--- config.mk ---
export PLATFORM = sky130hd
export DESIGN_NAME = fifo_wr_ingress_flat
export DESIGN_NICKNAME = d
export VERILOG_FILES = /design/src/rtl/fifo_wr_ingress_if.sv /design/src/rtl/fifo_wr_ingress.sv /design/src/flat_wrapper.sv
export SDC_FILE = /design/constraint.sdc
export NUM_CORES = 1
export LEC_CHECK = 0
export CORE_ASPECT_RATIO = 1.1
export CORE_MARGIN = 1.5
export CORE_UTILIZATION = 45
export CTS_BUF_LIST = sky130_fd_sc_hd__clkbuf_8
export DETAILED_ROUTE_END_ITERATION = 16
export PLACE_DENSITY_LB_ADDON = 0.08
export SYNTH_ARGS = -nofsm -noshare
export SYNTH_HDL_FRONTEND = slang
export SYNTH_SLANG_ARGS = --single-unit
export TNS_END_PERCENT = 5
--- constraint.sdc ---
create_clock -name wclk -period 3.2 [get_ports wclk]
set_input_delay 0.48 -clock wclk [delete_from_list [all_inputs] [get_ports wclk]]
set_output_delay 0.48 -clock wclk [all_outputs]
set_load 0.02 [all_outputs]
--- src/rtl/fifo_wr_ingress_if.sv ---
// Upstream valid/ready beat channel into the write-side ingress stage.
interface fifo_wr_ingress_if #(
  parameter int unsigned DSIZE = 8
);
  logic             s_valid;
  logic [DSIZE-1:0] s_data;
  logic             s_ready;

  modport master (output s_valid, output s_data, input s_ready);
  modport slave  (input s_valid, input s_data, output s_ready);
endinterface

--- src/rtl/fifo_wr_ingress.sv ---
// Write-side ingress: two-entry skid buffer feeding the FIFO write port, with
// optional write/stall statistics enabled by FIFO_WR_INGRESS_STATS_EN.
module fifo_wr_ingress #(
  parameter int unsigned DSIZE       = 8,
  parameter bit          AF_THROTTLE = 1'b1
) (
  input  logic              wclk,
  input  logic              wrst_n,
  fifo_wr_ingress_if.slave  s,
  input  logic              wflush,
  input  logic              wfull,
  input  logic              walmostfull,
  output logic              winc,
  output logic [DSIZE-1:0]  wdata,
  input  logic              stats_clr,
  output logic [15:0]       wr_count,
  output logic [15:0]       stall_count
);

  localparam int unsigned CW = 16;

  typedef enum logic [1:0] {
    IDLE = 2'd0,
    BUSY = 2'd1,
    SKID = 2'd2
  } state_e;

  state_e           state_q, state_d;
  logic [DSIZE-1:0] out_q, out_d;
  logic [DSIZE-1:0] skid_q, skid_d;
  logic             winc_q, winc_d;
  logic             s_ready_c;
  logic             accept_c;
  logic             consume_c;

  // Ready never looks at s_valid; reset and flush both close the door.
  assign s_ready_c = wrst_n && (state_q != SKID) && !(AF_THROTTLE && walmostfull) && !wflush;
  assign accept_c  = s.s_valid && s_ready_c;
  assign consume_c = winc_q && !wfull;
  assign s.s_ready = s_ready_c;

  always_ff @(posedge wclk) begin
    if (!wrst_n) begin
      state_q <= IDLE;
      out_q   <= '0;
      skid_q  <= '0;
      winc_q  <= 1'b0;
    end else begin
      state_q <= state_d;
      out_q   <= out_d;
      skid_q  <= skid_d;
      winc_q  <= winc_d;
    end
  end

  always_comb begin
    state_d = state_q;
    case (state_q)
      IDLE:    if (accept_c) state_d = BUSY;
      BUSY: begin
        if (accept_c && !consume_c)      state_d = SKID;
        else if (!accept_c && consume_c) state_d = IDLE;
      end
      SKID:    if (consume_c) state_d = BUSY;
      default: state_d = IDLE;
    endcase
    if (wflush) state_d = IDLE;
  end

  // Datapath loads; flush wipes both entries regardless of handshakes.
  always_comb begin
    out_d  = out_q;
    skid_d = skid_q;
    case (state_q)
      IDLE: if (accept_c) out_d = s.s_data;
      BUSY: begin
        if (accept_c && consume_c) out_d  = s.s_data;
        else if (accept_c)         skid_d = s.s_data;
      end
      SKID: if (consume_c) out_d = skid_q;
      default: ;
    endcase
    if (wflush) begin
      out_d  = '0;
      skid_d = '0;
    end
    winc_d = (state_d != IDLE);
  end

  assign winc  = winc_q;
  assign wdata = out_q;

`ifdef FIFO_WR_INGRESS_STATS_EN
  logic [CW-1:0] wr_count_q, wr_count_d;
  logic [CW-1:0] stall_count_q, stall_count_d;
  logic          stall_c;

  assign stall_c = winc_q && wfull;

  // Saturating counters; clear wins over a same-cycle increment.
  always_comb begin
    wr_count_d    = wr_count_q;
    stall_count_d = stall_count_q;
    if (stats_clr) begin
      wr_count_d    = '0;
      stall_count_d = '0;
    end else begin
      if (consume_c && (wr_count_q != {CW{1'b1}}))  wr_count_d    = wr_count_q + CW'(1);
      if (stall_c && (stall_count_q != {CW{1'b1}})) stall_count_d = stall_count_q + CW'(1);
    end
  end

  always_ff @(posedge wclk) begin
    if (!wrst_n) begin
      wr_count_q    <= '0;
      stall_count_q <= '0;
    end else begin
      wr_count_q    <= wr_count_d;
      stall_count_q <= stall_count_d;
    end
  end

  assign wr_count    = wr_count_q;
  assign stall_count = stall_count_q;
`else
  logic unused_stats_clr;
  assign unused_stats_clr = stats_clr;
  assign wr_count         = '0;
  assign stall_count      = '0;
`endif

endmodule

--- src/flat_wrapper.sv ---
// flat-port wrapper written by rule: the top's interface ports become plain ports
module fifo_wr_ingress_flat 
#(
  parameter int unsigned DSIZE       = 8,
  parameter bit          AF_THROTTLE = 1'b1
)
  (wclk, wrst_n, wflush, wfull, walmostfull, winc, wdata, stats_clr, wr_count, stall_count, s_s_valid, s_s_data, s_s_ready);
  fifo_wr_ingress_if #(.DSIZE(DSIZE)) s_i ();
  input  logic wclk;
  input  logic wrst_n;
  input  logic wflush;
  input  logic wfull;
  input  logic walmostfull;
  output logic winc;
  output logic [DSIZE-1:0] wdata;
  input  logic stats_clr;
  output logic [15:0] wr_count;
  output logic [15:0] stall_count;
  input wire logic [$bits(s_i.s_valid)-1:0] s_s_valid;
  input wire logic [$bits(s_i.s_data)-1:0] s_s_data;
  output wire logic [$bits(s_i.s_ready)-1:0] s_s_ready;
  assign s_i.s_valid = s_s_valid;
  assign s_i.s_data = s_s_data;
  assign s_s_ready = s_i.s_ready;
  fifo_wr_ingress #(.DSIZE(DSIZE), .AF_THROTTLE(AF_THROTTLE)) u_core (.wclk(wclk), .wrst_n(wrst_n), .s(s_i), .wflush(wflush), .wfull(wfull), .walmostfull(walmostfull), .winc(winc), .wdata(wdata), .stats_clr(stats_clr), .wr_count(wr_count), .stall_count(stall_count));
endmodule
==> results of run 1 <==
-- sequential cells by signal, indices dropped and copies added, names as in the netlist --
register        flops
u_core.wdata        8
u_core.skid_q       8
u_core.winc         1
u_core.state_q      2
-- layout make-up --
cell class / instances / area [µm²] / share of cell area
Clock buffer: 3 / 41.3 / 0.0310
Tap cell: 31 / 38.8 / 0.0291
Clock inverter: 1 / 3.75 / 0.00282
Sequential cell: 19 / 380 / 0.285
Multi-Input combinational cell: 104 / 631 / 0.473
Timing Repair Buffer: 24 / 238 / 0.178
-- critical path, stage by stage --
cell and delay, ps:
clkdlybuf4s50_1 400, and2b_1 210, nand2_1 60, nor2_1 90, clkdlybuf4s50_1 610
-- where the power goes --
group / switching [mW] / internal (mW)
clock: 0.0760 / 0.0851
combinational: 0.0550 / 0.0299
sequential: 0.00159 / 0.238
-- per-stage QoR --
stage	area [µm²]	cells	hold WS, ps	power (mW)	utilization
after floorplan	1280	161	456	0.334	-
after CTS	1330	182	466	0.491	0.539
final	1330	182	462	0.486	0.539
after global routing	1330	182	480	0.507	0.539
after global placement	1290	178	450	0.329	0.521
after detailed placement	1290	178	456	0.330	0.521
-- final timing paths --
check | to | slack (ps) | cells after the start
setup / recovery | s_s_ready | 870 | 5
hold / removal | u_core.wdata[7] | 460 | 2
setup reg to reg | u_core.wdata[2] | 1600 | 3
hold reg to reg | u_core.wdata[7] | 460 | 2
-- metal layers --
| layer | GRT usage | vias up |
|---|---|---|
| li1 | - | 400 |
| met5 | 0 | - |
| met3 | 0.0239 | 2 |
| met2 | 0.234 | 23 |
| met1 | 0.168 | 373 |
| met4 | 0.0451 | 0 |
-- layout by cell type (no fill, tap or decap) --
cell and instances:
a211oi_1 1, a21o_2 1, a21oi_1 3, and2b_1 1, buf_4 1, clkbuf_8 3, clkdlybuf4s50_1 23, conb_1 32
dfxtp_1 19, inv_1 1, mux2_1 1, mux2_2 7, mux2i_1 16, nand2_1 19, nand2b_1 3, nand2b_4 1
nand3_1 3, nand4_2 1, nor2_1 10, nor2b_1 1, nor3b_4 1, o21a_1 1, o221a_1 1, or2b_2 1
-- logic make-up (layout without fill, tap and decap cells) --
group | after synthesis | after routing | synth area share
other | 1 | 32 | 0.00321
buffers and inverters | 38 | 28 | 0.234
DFF | 19 | 19 | 0.325
muxes | 24 | 24 | 0.214
and+or+nand+nor | 41 | 41 | 0.180
AOI/OAI and AO/OA | 7 | 7 | 0.0428
==> flow_metrics.py, run 1 <==
metrics = {
    "worst_setup_path": {
        "worstPathArrival_ps": 1850,
        "worst_setup_path_start_kind": "input port",
        "critPathCaptureType": "primary output",
        "cp.required_ps": 2720,
        "r2r_start": "u_core.state_q[0]",
        "worstSetupPathType": "input port to primary output",
        "worstSetupStartpoint": "wflush",
        "cp_max_fo": 2,
    },
    "die": {
        "coreArea_mm2": 0.00247,
        "die_h_um": 56.4,
        "rows": 19,
        "start_util": 0.473,
        "io_pins": 57,
        "die_area_mm2": 0.00291,
        "die_x_um": 51.6,
    },
    "power_and_ir_drop": {
        "power_density_mw_per_mm2": 365,
        "vdd_drop_max_mv": 0.260,
        "power.leakage_nw": 0.631,
    },
    "timing": {
        "finalSetupViolations": 0,
        "rsz0062_at_grt": "false",
        "finClkSkew_ps": 1.73,
        "fin_ws_ps": 870,
        "fin_crit_sh": 0.728,
        "tns_ps": 0,
        "hold_viol": 0,
        "min_period_ps": 2330,
        "max_slew_margin": 0.643,
        "fmax_ghz": 0.429,
        "worstMarginPinSlew_ps": 535,
        "drv_slew": 0,
    },
    "cts": {
        "numCtsBuffers": 3,
        "cts_root_buf": "clkbuf_8",
        "clock_sink_count": 19,
        "clkTransAtPathRegs_ps": 70,
        "clock_path_buffers": 2,
        "postCtsSetupRepairBufs": 0,
        "cts_tree": "built",
        "cts_hold_buf": 0,
        "h-tree-depth": 1,
        "insertion_delay_ps": 250,
        "cts_resized": 0,
    },
    "logic_synthesis": {
        "yosysTopAreaCell": "dfxtp_1",
        "syn_area_mm2": 0.00117,
        "synth.area.top_cells": "dfxtp_1 (33%), buf_4 (21%), mux2i_1 (14%), mux2_2 (6.7%), nand2_1 (6.1%)",
        "synthFlopType": "dfxtp_1",
        "yosysSeqAreaShare": 0.325,
        "async_reset_ff_frac": 0,
        "synth_top_area_share": 0.325,
        "synth-edff-count": 0,
        "synth_cell_types": 25,
        "synth.cells.most_frequent": "buf_4 (32), dfxtp_1 (19), nand2_1 (19)",
        "avgSynthCellArea_um2": 8.99,
        "yosys_warnings": 0,
        "ys_ff_latch": 19,
        "yosysMostFrequentCell": "buf_4",
        "synthCells": 130,
    },
    "final_layout": {
        "filler_cell_count": 238,
        "area_growth_pct": 14.0,
        "drive_gt1_frac": 0.106,
        "final_nets": 167,
        "antenna_cells": 0,
    },
    "routing": {
        "wl_per_cell_um": 10.5,
        "wl_met1_um": 832,
        "antenna_left": 0,
        "drc": 0,
        "drt-initial-drc-count": 9,
        "vias": 798,
        "wl_mm": 1.90,
        "highest_layer": "met4",
        "dr_wl_met3_um": 77,
        "dr.pass1.iters": 4,
        "route.met2.wl_um": 988,
        "vias_per_cell": 4.38,
    },
    "grt": {
        "grt.overflow.total": 0,
        "track_usage": 0.136,
        "antenna_found_initial": 0,
        "grt_pass1_wl_mm": 3.06,
        "grt_start_max_net_pins": 22,
        "first_global_vias": 709,
    },
    "status": {
        "status": "complete, no violations",
    },
    "place": {
        "dp_slack_ps": 857,
        "io_buffers": 23,
        "dp_hpwl_mm": 1.43,
        "gp_congestion": 0.745,
    },
    "run": {
        "max_cap_violations": 0,
    },
    "hold_path": {
        "hold_path.class": "flip-flop to flip-flop",
        "min_from": "u_core.wdata[7]",
    },
}
Note: power is estimated with default switching activity, not from simulation.
==> run 2, diff against run 1 <==
CORE_UTILIZATION = 37   (was 45)
clock period = 2 ns   (was 3.2 ns; I/O delays follow)
==> run 2 against run 1 <==
Compared with the run above:
- setup slack worse by 510 ps
- critical path type is now input port to flip-flop
- hold slack about the same
- sequential share of layout area decreased by 1.0 points
- global-route usage decreased by 1.6 points
- critical path depth unchanged
- sequential power is 60% higher
- design area up 3.7%
==> flow_metrics.py, run 2 (same netlist as run 1, synthesis figures left out) <==
metrics = {
    "status": {
        "status": "complete, no violations",
    },
    "run": {
        "max_cap_violations": 0,
    },
    "worst_setup_path": {
        "crit_buf_inv": 1,
        "worst_setup_path_start_kind": "input port",
        "cp_slowest_cell": "clkdlybuf4s50_1",
        "worstPathArrival_ps": 1780,
        "critPathCaptureType": "flip-flop",
        "cp_top_family": "simple AND/OR/NAND/NOR gates",
        "r2r_cells": 4,
        "path_cells": "clkdlybuf4s50_1 > nor3b_4 > nand4_2 > mux2i_1 > nor2_1",
        "max_stage_delay_ps": 470,
        "r2r_start": "u_core.state_q[1]",
        "cp_max_fo": 8,
        "cp.required_ps": 2130,
        "worstSetupStartpoint": "walmostfull",
        "cp.depth": 5,
        "worstSetupPathType": "input port to flip-flop",
    },
    "timing": {
        "tns_ps": 0,
        "fmax_ghz": 0.609,
        "drv_slew": 0,
        "hold_viol": 0,
        "finalSetupViolations": 0,
        "whs_ps": 462,
        "finClkSkew_ps": 1.05,
        "rsz0062_at_grt": "false",
        "fin_crit_sh": 0.821,
        "fin_ws_ps": 358,
        "min_period_ps": 1640,
    },
    "hold_path": {
        "hold_path.class": "flip-flop to flip-flop",
        "min_path_cells": 2,
        "min_from": "u_core.wdata[3]",
    },
    "cts": {
        "cts_hold_buf": 0,
        "cts_resized": 0,
        "clock_path_buffers": 2,
        "clkTransAtPathRegs_ps": 70,
        "postCtsSetupRepairBufs": 0,
        "insertion_delay_ps": 250,
        "clock_sink_count": 19,
        "cts_root_buf": "clkbuf_8",
        "numCtsBuffers": 3,
        "h-tree-depth": 1,
        "cts_tree": "built",
    },
    "routing": {
        "wl_mm": 1.98,
        "vias_per_cell": 4.33,
        "drt-initial-drc-count": 10,
        "vias": 819,
        "antenna_left": 0,
        "drc": 0,
        "wl_per_cell_um": 10.5,
        "dr.pass1.iters": 4,
    },
    "grt": {
        "first_global_vias": 778,
        "track_usage": 0.120,
        "antenna_found_initial": 0,
        "grt_pass1_wl_mm": 3.17,
        "grt_start_max_net_pins": 18,
        "grt.overflow.total": 0,
    },
    "final_layout": {
        "final_nets": 171,
        "area_growth_pct": 18.2,
        "drive_gt1_frac": 0.129,
        "final_area_mm2": 0.00138,
        "antenna_cells": 0,
        "seqCellArea_um2": 380,
        "layout_commonest_cell": "conb_1",
        "filler_cell_count": 327,
        "multi_input_area_um2": 631,
        "layout_common_cells": "conb_1 (32), clkdlybuf4s50_1 (22), nand2_1 (19), dfxtp_1 (19), mux2i_1 (16)",
    },
    "power_and_ir_drop": {
        "power_density_mw_per_mm2": 566,
        "vdd_drop_max_mv": 0.300,
        "power.leakage_nw": 0.674,
    },
    "die": {
        "die_area_mm2": 0.00350,
        "die_h_um": 61.9,
        "coreArea_mm2": 0.00302,
        "rows": 21,
        "die_x_um": 56.6,
        "io_pins": 57,
        "start_util": 0.387,
    },
    "place": {
        "gp_congestion": 0.786,
        "dp_hpwl_mm": 1.50,
        "dpl_cell_area_mm2": 0.00133,
        "dp_slack_ps": 14.1,
        "io_buffers": 23,
    },
}
-- run 2: changes by cell type in the layout (fill, tap and decap cells not counted) --
cell | previous run | this run
buf_12 | 0 | 1
dlymetal6s2s_1 | 0 | 1
buf_4 | 1 | 4
clkdlybuf4s50_1 | 23 | 22
-- run 2: worst register-to-register path: stages, from the launching register on --
cell and delay (ps):
dfxtp_1 390, nor3b_4 290, nand4_2 370, mux2i_1 280
nor2_1 50
-- run 2: metrics by stage --
step | instances | total power, mW | utilization
final | 189 | 0.782 | 0.457
after global routing | 189 | 0.825 | 0.457
after CTS | 189 | 0.795 | 0.456
after detailed placement | 185 | 0.534 | 0.441
after global placement | 185 | 0.533 | 0.441
after floorplan | 161 | 0.535 | -
-- run 2: power breakdown --
group / switching (mW) / internal [mW]
registers: 0.00156 / 0.381
logic: 0.0895 / 0.0524
clock network: 0.121 / 0.136
total: 0.212 / 0.570
-- run 2: per-layer routing --
layer | share of wire | track usage | vias up
met5 | 0 | 0 | -
met1 | 0.41 | 0.120 | 378
li1 | - | - | 410
met3 | 0.055 | 0.0248 | 4
met4 | 0.017 | 0.0612 | 0
met2 | 0.52 | 0.239 | 27
-- run 2: worst paths after layout --
kind,end,slack (ps)
min,u_core.wdata[3],460
max reg2reg,u_core.skid_q[7],500
min reg2reg,u_core.wdata[3],460
max,u_core.skid_q[7],360
-- run 2: cell type report --
type | count | share of cell area
Clock buffer | 3 | 0.0299
Tap cell | 34 | 0.0308
Clock inverter | 1 | 0.00272
Multi-Input combinational cell | 104 | 0.457
Timing Repair Buffer | 28 | 0.205
Sequential cell | 19 | 0.275
